===== src/rtl/pipe_control.sv =====
// Pipelined MIPS main control: ID decode, ID/EX, EX/MEM and MEM/WB control
// registers, load-use stall detection, branch squash and saturating event counters.
module pipe_control #(
  parameter int ALUOP_W = 2,
  parameter int REG_W   = 5,
  parameter int CNT_W   = 16
) (
  input  logic               clk,
  input  logic               rst,
  input  logic               id_valid,
  input  logic [5:0]         id_op,
  input  logic [REG_W-1:0]   id_rs,
  input  logic [REG_W-1:0]   id_rt,
  input  logic               branch_taken,
  output logic [ALUOP_W+1:0] ex_ctrl,
  output logic [REG_W-1:0]   ex_rt,
  output logic [2:0]         mem_ctrl,
  output logic [1:0]         wb_ctrl,
  output logic               stall,
  output logic               ifid_flush,
  output logic               illegal_op,
  output logic [CNT_W-1:0]   stall_count,
  output logic [CNT_W-1:0]   flush_count
);

  localparam int EX_W = ALUOP_W + 2;

  localparam logic [5:0] OP_RTYPE = 6'b000000;
  localparam logic [5:0] OP_LW    = 6'b100011;
  localparam logic [5:0] OP_SW    = 6'b101011;
  localparam logic [5:0] OP_BEQ   = 6'b000100;
  localparam logic [5:0] OP_ADDI  = 6'b001000;
  localparam logic [5:0] OP_SLTI  = 6'b001010;

  logic [EX_W-1:0]  dec_ex_s;
  logic [2:0]       dec_m_s;
  logic [1:0]       dec_wb_s;
  logic             dec_illegal_s;
  logic             reads_rt_s;
  logic             hazard_s;
  logic             stall_s;

  logic [EX_W-1:0]  idex_ex_r;
  logic [2:0]       idex_m_r;
  logic [1:0]       idex_wb_r;
  logic [REG_W-1:0] idex_rt_r;
  logic             idex_illegal_r;
  logic [2:0]       exmem_m_r;
  logic [1:0]       exmem_wb_r;
  logic [1:0]       memwb_wb_r;
  logic [CNT_W-1:0] stall_count_r;
  logic [CNT_W-1:0] flush_count_r;

  // Opcode decode into EX/M/WB bundles; invalid slots decode to all-zero.
  always_comb begin
    dec_ex_s      = '0;
    dec_m_s       = 3'b000;
    dec_wb_s      = 2'b00;
    dec_illegal_s = 1'b0;
    reads_rt_s    = 1'b0;
    if (id_valid) begin
      case (id_op)
        OP_RTYPE: begin
          dec_ex_s   = {1'b1, ALUOP_W'(2'd2), 1'b0};
          dec_wb_s   = 2'b10;
          reads_rt_s = 1'b1;
        end
        OP_LW: begin
          dec_ex_s = {1'b0, ALUOP_W'(2'd0), 1'b1};
          dec_m_s  = 3'b010;
          dec_wb_s = 2'b11;
        end
        OP_SW: begin
          dec_ex_s   = {1'b0, ALUOP_W'(2'd0), 1'b1};
          dec_m_s    = 3'b001;
          reads_rt_s = 1'b1;
        end
        OP_BEQ: begin
          dec_ex_s   = {1'b0, ALUOP_W'(2'd1), 1'b0};
          dec_m_s    = 3'b100;
          reads_rt_s = 1'b1;
        end
        OP_ADDI: begin
          dec_ex_s = {1'b0, ALUOP_W'(2'd0), 1'b1};
          dec_wb_s = 2'b10;
        end
        OP_SLTI: begin
          dec_ex_s = {1'b0, ALUOP_W'(2'd3), 1'b1};
          dec_wb_s = 2'b10;
        end
        default: begin
          dec_illegal_s = 1'b1;
        end
      endcase
    end else begin
      dec_illegal_s = 1'b0;
    end
  end

  // Load-use detection against the load sitting in EX; a flush or reset masks the stall.
  always_comb begin
    hazard_s = id_valid && idex_m_r[1] && (idex_rt_r != '0) &&
               ((idex_rt_r == id_rs) || ((idex_rt_r == id_rt) && reads_rt_s));
    if (rst || branch_taken) begin
      stall_s = 1'b0;
    end else begin
      stall_s = hazard_s;
    end
  end

  // Control pipeline registers and saturating counters.
  always_ff @(posedge clk) begin
    if (rst) begin
      idex_ex_r      <= '0;
      idex_m_r       <= 3'b000;
      idex_wb_r      <= 2'b00;
      idex_rt_r      <= '0;
      idex_illegal_r <= 1'b0;
      exmem_m_r      <= 3'b000;
      exmem_wb_r     <= 2'b00;
      memwb_wb_r     <= 2'b00;
      stall_count_r  <= '0;
      flush_count_r  <= '0;
    end else begin
      if (branch_taken) begin
        idex_ex_r      <= '0;
        idex_m_r       <= 3'b000;
        idex_wb_r      <= 2'b00;
        idex_rt_r      <= '0;
        idex_illegal_r <= 1'b0;
        exmem_m_r      <= 3'b000;
        exmem_wb_r     <= 2'b00;
      end else if (stall_s) begin
        idex_ex_r      <= '0;
        idex_m_r       <= 3'b000;
        idex_wb_r      <= 2'b00;
        idex_rt_r      <= '0;
        idex_illegal_r <= 1'b0;
        exmem_m_r      <= idex_m_r;
        exmem_wb_r     <= idex_wb_r;
      end else begin
        idex_ex_r      <= dec_ex_s;
        idex_m_r       <= dec_m_s;
        idex_wb_r      <= dec_wb_s;
        idex_rt_r      <= id_valid ? id_rt : '0;
        idex_illegal_r <= dec_illegal_s;
        exmem_m_r      <= idex_m_r;
        exmem_wb_r     <= idex_wb_r;
      end
      // The branch itself is in MEM, so MEM/WB always advances.
      memwb_wb_r <= exmem_wb_r;
      if (stall_s && (stall_count_r != {CNT_W{1'b1}})) begin
        stall_count_r <= stall_count_r + CNT_W'(1);
      end else begin
        stall_count_r <= stall_count_r;
      end
      if (branch_taken && (flush_count_r != {CNT_W{1'b1}})) begin
        flush_count_r <= flush_count_r + CNT_W'(1);
      end else begin
        flush_count_r <= flush_count_r;
      end
    end
  end

  assign ex_ctrl     = idex_ex_r;
  assign ex_rt       = idex_rt_r;
  assign mem_ctrl    = exmem_m_r;
  assign wb_ctrl     = memwb_wb_r;
  assign illegal_op  = idex_illegal_r;
  assign stall       = stall_s;
  assign ifid_flush  = branch_taken;
  assign stall_count = stall_count_r;
  assign flush_count = flush_count_r;

endmodule


===== config.mk =====
export PLATFORM = sky130hd
export DESIGN_NAME = pipe_control
export DESIGN_NICKNAME = d
export VERILOG_FILES = /design/src/rtl/pipe_control.sv
export SDC_FILE = /design/constraint.sdc
export NUM_CORES = 1
export LEC_CHECK = 0
export CAP_MARGIN = 20
export CORE_UTILIZATION = 50
export CTS_CLUSTER_SIZE = 24
export DETAILED_ROUTE_END_ITERATION = 12
export GPL_TIMING_DRIVEN = 0
export PLACE_DENSITY = 0.83
export SLEW_MARGIN = 25
export SYNTH_ARGS = -nofsm -noshare
export SYNTH_HDL_FRONTEND = slang
export SYNTH_SLANG_ARGS = --single-unit

===== constraint.sdc =====
create_clock -name clk -period 6 [get_ports clk]
set_input_delay 1.8 -clock clk [delete_from_list [all_inputs] [get_ports clk]]
set_output_delay 1.8 -clock clk [all_outputs]
set_load 0.1 [all_outputs]

# == Yosys cells after proc, flatten, opt, wreduce, memory -nomap -nowiden ==
# Index checks and enable logic that the tools add are counted.
# op_classes
addsub,2
n_eq_ne,9
muxes,7
bitwise_logic,1
reduce_logical,16
# ops
op,count
$add A16 B1 Y16 const B,2
$ne A16 B16 Y1 const B,2
$pmux W4 S4,1
$eq A6 B4 Y1 const B,2
$eq A6 B6 Y1 const B,2
$eq A5 B5 Y1,2
$pmux W3 S3,1
$reduce_or A3 Y1,3
$eq A6 B3 Y1 const B,1
$logic_and A1 B1 Y1,6
$logic_not A6 Y1,1
$reduce_or A6 Y1,1
$reduce_bool A5 Y1,1
$mux W1,4
$pmux W2 S2,1
$reduce_or A4 Y1,1
$logic_or A1 B1 Y1,2
$reduce_or A2 Y1,1
$not A1 Y1,1
# totals
register_bits,54
out_inout_bits,49
word_cells,45

# == Logic depth before layout (Yosys ltp) ==
# logic_depth
ltp_word,9
ltp_mapped,8
depth_no_buf,7

# == Least setup slack after synthesis ==
# Ideal clock, no wire load.
# synth_path
path_type,input port to output port
startpoint,in id_rt[1]
endpoint,out stall
arrival_ps,3315
slack_ps,885
stages,5
cell_sequence,xnor2_1 -> nand4_1 -> a2111oi_4 -> o21ai_1 -> inv_1
# synth_between
elab_chain_cells,5
# synth_rtl
item,line,text
from (decl),13,"input logic [REG_W-1:0] id_rt,"
$eq A5 B5 Y1,103,((idex_rt_r == id_rs) || ((idex_rt_r == id_rt) && reads_rt_s));
$logic_and A1 B1 Y1,103,
$logic_or A1 B1 Y1,103,
$logic_and A1 B1 Y1,102,hazard_s = id_valid && idex_m_r[1] && (idex_rt_r != '0) &&
$mux W1,104,if (rst || branch_taken) begin
to (decl),19,"output logic stall,"
# No other way between the ends.

# == Worst setup path after layout ==
# layout_path
startpoint,in id_op[1]
endpoint,out stall
# layout_between
elab_chain_cells,8
elab_cells_between_ends,10
classes_between,2 x eq/ne; 3 x mux; 5 x reduce/logical
# layout_rtl
item,line,text
from (decl),11,"input logic [5:0] id_op,"
"$eq A6 B3 Y1, or another cell as far along",62,case (id_op)
$reduce_or A3 Y1 (no source line) (*),-,
$mux W1 (*),62,
$mux W1 (*),61,if (id_valid) begin
$logic_and A1 B1 Y1 (*),103,
$logic_or A1 B1 Y1 (*),103,
$logic_and A1 B1 Y1 (*),102,
$mux W1 (*),104,
# Every way passes the cells marked *; elsewhere a longest branch is shown, timed or not.

==> metrics.log <==
[metrics] result of the run: finished clean
[metrics] level count of the clock H-tree: 2
[metrics] CTS tree: yes
[metrics] share of synthesized area occupied by flip-flops and latches: 44.6%
[metrics] vias in the first global route: 1968
[metrics] CP Capture Point: stall
[metrics] Final setup violation count: 0
[metrics] Post-CTS Hold Buffers: 0
[metrics] # clock sinks: 52
[metrics] Critical Path Sink Type: primary output
[metrics] CP max stage delay: 570 ps
[metrics] number of hold violations in the final report: 0
[metrics] critical path's slowest cell: sky130_fd_sc_hd__clkdlybuf4s50_1
[metrics] number of antenna cells inserted: 0
[metrics] post-detailed-placement cell area: 0.00308 mm²
[metrics] Bufs on Longest Clock Path: 2
[metrics] total number of vias: 2145
[metrics] number of remaining DRC errors: 0
[metrics] antenna violations before repair: 0
[metrics] part of the power in registers: 56.2%
[metrics] floorplan die area: 0.00494 mm²
[metrics] cell internal pwr: 466 µW
[metrics] ordered cell list for the critical path: clkdlybuf4s50_1 -> and3_1 -> nand2_1 -> a2111oi_4 -> o21ai_1 -> inv_1 -> buf_2
[metrics] Max Clk Rate: 0.172 GHz
[metrics] worst slew margin relative to its limit: 34.6%
[metrics] number of flops mapped to enable cells by yosys: 0
[metrics] share of final-layout standard cells stronger than drive strength 1: 5.78%
[metrics] post-DR wirelength/cell: 13.0 µm
[metrics] type of origin of the critical path: input port
[metrics] final cell utilization of the core: 71.7%
[metrics] root buffer cell: sky130_fd_sc_hd__clkbuf_8
[metrics] count of mapped cells out of synthesis: 270
[metrics] ys flop type: sky130_fd_sc_hd__dfxtp_1
[metrics] Chip Height: 70.3 µm
[metrics] combinational group share of total power: 11.3%
[metrics] Min-Delay Path Class: register to register
[metrics] worst setup path startpoint: id_op[1]
[metrics] Yosys top cell by area: sky130_fd_sc_hd__dfxtp_1
[metrics] register bit count reported by yosys: 52
[metrics] remaining antenna violation count: 0
[metrics] grt ovf: 0
[metrics] FFs w/ async S/R, synth: 0%
[metrics] final std cell area, no fill: 0.00317 mm²
[metrics] cell with the most instances after synthesis: sky130_fd_sc_hd__dfxtp_1
[metrics] Num CTS Buffers: 5
[metrics] switching power: 158 µW
[metrics] crit path time final: 5820 ps
[metrics] Warnings, synthesis: 0
[metrics] initial core utilization: 52.8%
[metrics] RR Startpoint: stall_count[7]
[metrics] main area contributors after synthesis: sky130_fd_sc_hd__dfxtp_1 (45%), sky130_fd_sc_hd__nor2_1 (6.0%), sky130_fd_sc_hd__xor2_1 (5.3%)
[metrics] mean instance size in the synthesized netlist: 8.64 µm²
[metrics] number of pins exceeding their max-slew limit in the final report: 0
[metrics] number of cells on the worst reg-to-reg path: 7
[metrics] clock input transition at the sequential cells of the worst setup and hold paths: 90 ps
[metrics] number of library cell types mapped by synthesis: 39
[metrics] fraction of power spent switching nets: 25.3%
[metrics] count of input and output buffers: 68
[metrics] later-pin clock latency in the skew report: 300 ps
[metrics] total track usage: 21.2%
[metrics] Worst IR Drop VDD: 0.175 mV
[metrics] detailed-placement wirelength estimate: 3880 µm
[metrics] maximum number of pins on one net before global-route repair: 16
[metrics] average vias per placed instance: 5.39
[metrics] number of nets in the finished design: 367
[metrics] final weighted congestion in routability-driven placement: 0.834
[metrics] Static Leakage: 0.00116 µW
[metrics] M1 GR Usage: 26.6%
[metrics] power density relative to cell area: 197 mW/mm²
[metrics] global-route met3 utilization: 4.62%
[metrics] global-route wire length before repair: 8450 µm
[metrics] clk_skew: 4.79 ps
[metrics] share of total power in the clock network: 32.5%
[metrics] worst-path maximum fanout: 6
[metrics] RSZ-0062 raised after global routing: false
[metrics] data arrival time of the critical path: 4020 ps
[metrics] destination of the worst register-to-register timing path: stall_count[1]
[metrics] First DRT Iteration DRCs: 108
[metrics] # fillers: 340
[metrics] met2 usage: 35.3%
[metrics] max cap viols: 0
[metrics] Crit Path Category: input port to primary output
[metrics] Pre-Repair DR Iteration Count: 4
[metrics] leading cell types by count after synthesis: sky130_fd_sc_hd__dfxtp_1 (52), sky130_fd_sc_hd__nor2_1 (37), sky130_fd_sc_hd__nand3_1 (16)
[metrics] core region area: 0.00441 mm²
[metrics] std cell rows: 24
[metrics] post-route setup TNS: 0 ps
[metrics] DIE WIDTH: 70.3 µm
[metrics] Net Count, Synth: 292
[metrics] P&R area growth vs syn: 35.7%
[metrics] slew of the pin with the lowest slew margin: 978 ps
[metrics] Worst Path Required: 4200 ps
[metrics] share of the synthesized area in the top cell type: 44.6%
[metrics] worst-case register-to-register setup slack: 3610 ps
[metrics] IO Pins: 69
[metrics] part of the cycle the worst path needs: 97.0%
[metrics] peak-usage layer in the global routing report: met2
[metrics] final WL: 5160 µm
[metrics] mapped cell area: 0.00233 mm²
-- routing by layer --
metal / share of wire [%] / wire length (µm)
met4: 1.4 / 71
met3: 5.9 / 304
met1: 45 / 2330
met2: 48 / 2460
met5: 0 / 0
-- sequential cells by signal, indices dropped and copies added (netlist names) --
register     count
illegal_op       1
idex_m_r         3
stall_count     16
flush_count     16
wb_ctrl          2
ex_ctrl          4
idex_wb_r        1
ex_rt            5
exmem_wb_r       1
mem_ctrl         3
-- metrics by stage --
step	instances	power [µW]	setup slack, ps	hold WS [ps]
3_5_place_dp	390	430	-513	422
3_3_place_gp	390	428	-466	411
6_report	398	624	181	436
5_1_grt	398	646	10.2	463
4_1_cts	398	629	60.0	443
2_1_floorplan	270	402	885	406
-- cells in the final DEF (no fill, tap or decap), drive strengths merged, types with 2 or more instances in the layout --
master / n
clkdlybuf4s50: 67
dfxtp: 52
nor2: 37
nand3: 16
nand2: 15
xor2: 14
inv: 14
a21oi: 14
o21ai: 11
clkbuf: 11
xnor2: 10
nor3: 10
and3: 7
nand4: 7
nor2b: 6
or3: 6
or4: 5
and2: 5
nor4: 5
buf: 5
o31ai: 4
or2: 3
and4: 3
mux2i: 3
mux2: 3
ha: 2
clkinv: 2
a2111oi: 2
-- power by group through the flow --
stage               Combinational [µW]  Sequential, µW  Clock, µW
floorplan                         24.2             378          0
global placement                  69.4             359          0
detailed placement                70.8             359          0
CTS                               71.0             351        207
global route                      75.6             351        219
finish                            70.7             351        203
-- logic make-up after synthesis --
| group | after synthesis | share of synthesized area (%) |
|---|---|---|
| flops | 52 | 44.6 |
| fa+ha+maj | 2 | 1.07 |
| buf+inv | 23 | 4.08 |
| xor+xnor | 24 | 9.01 |
| simple gates | 126 | 27.7 |
| mux | 6 | 2.74 |
| compound gates | 37 | 10.7 |
-- worst max-delay path, delay by kind of cell --
family / cells / cell delay [ps]
buffers and inverters: 3 / 1210
AO/OA/AOI/OAI: 2 / 650
AND/OR/NAND/NOR: 2 / 350
-- worst min-delay path by stage --
| stage | startpoint | endpoint | slack, ps | depth (start not counted) |
|---|---|---|---|---|
| 2_1_floorplan | idex_wb_r[1] | exmem_wb_r[1] | 410 | 1 |
| 3_3_place_gp | idex_wb_r[1] | exmem_wb_r[1] | 410 | 1 |
| 3_5_place_dp | idex_m_r[0] | mem_ctrl[0] | 420 | 1 |
| 4_1_cts | idex_m_r[0] | mem_ctrl[0] | 440 | 1 |
| 5_1_grt | idex_wb_r[1] | exmem_wb_r[1] | 460 | 1 |
| 6_report | idex_m_r[0] | mem_ctrl[0] | 440 | 1 |
-- cell type report --
class | instances | area, µm² | share of cell area (%)
buffer | 9 | 42.5 | 1.34
clock buffer | 6 | 82.6 | 2.61
clock inverter | 2 | 10.0 | 0.316
inverter | 14 | 52.6 | 1.66
multi-input combinational | 195 | 1200 | 37.8
sequential | 52 | 1040 | 32.9
tap | 52 | 65.1 | 2.06
timing repair buffer | 68 | 676 | 21.3
-- repair_timing --
| action | CTS | global route |
|---|---|---|
| setup endpoints to repair | 1 | 1 |
| setup buffers | 0 | 0 |
| gates resized for setup | 3 | 2 |
| pin swaps | 0 | 0 |
(Power assumes the default switching activity.)
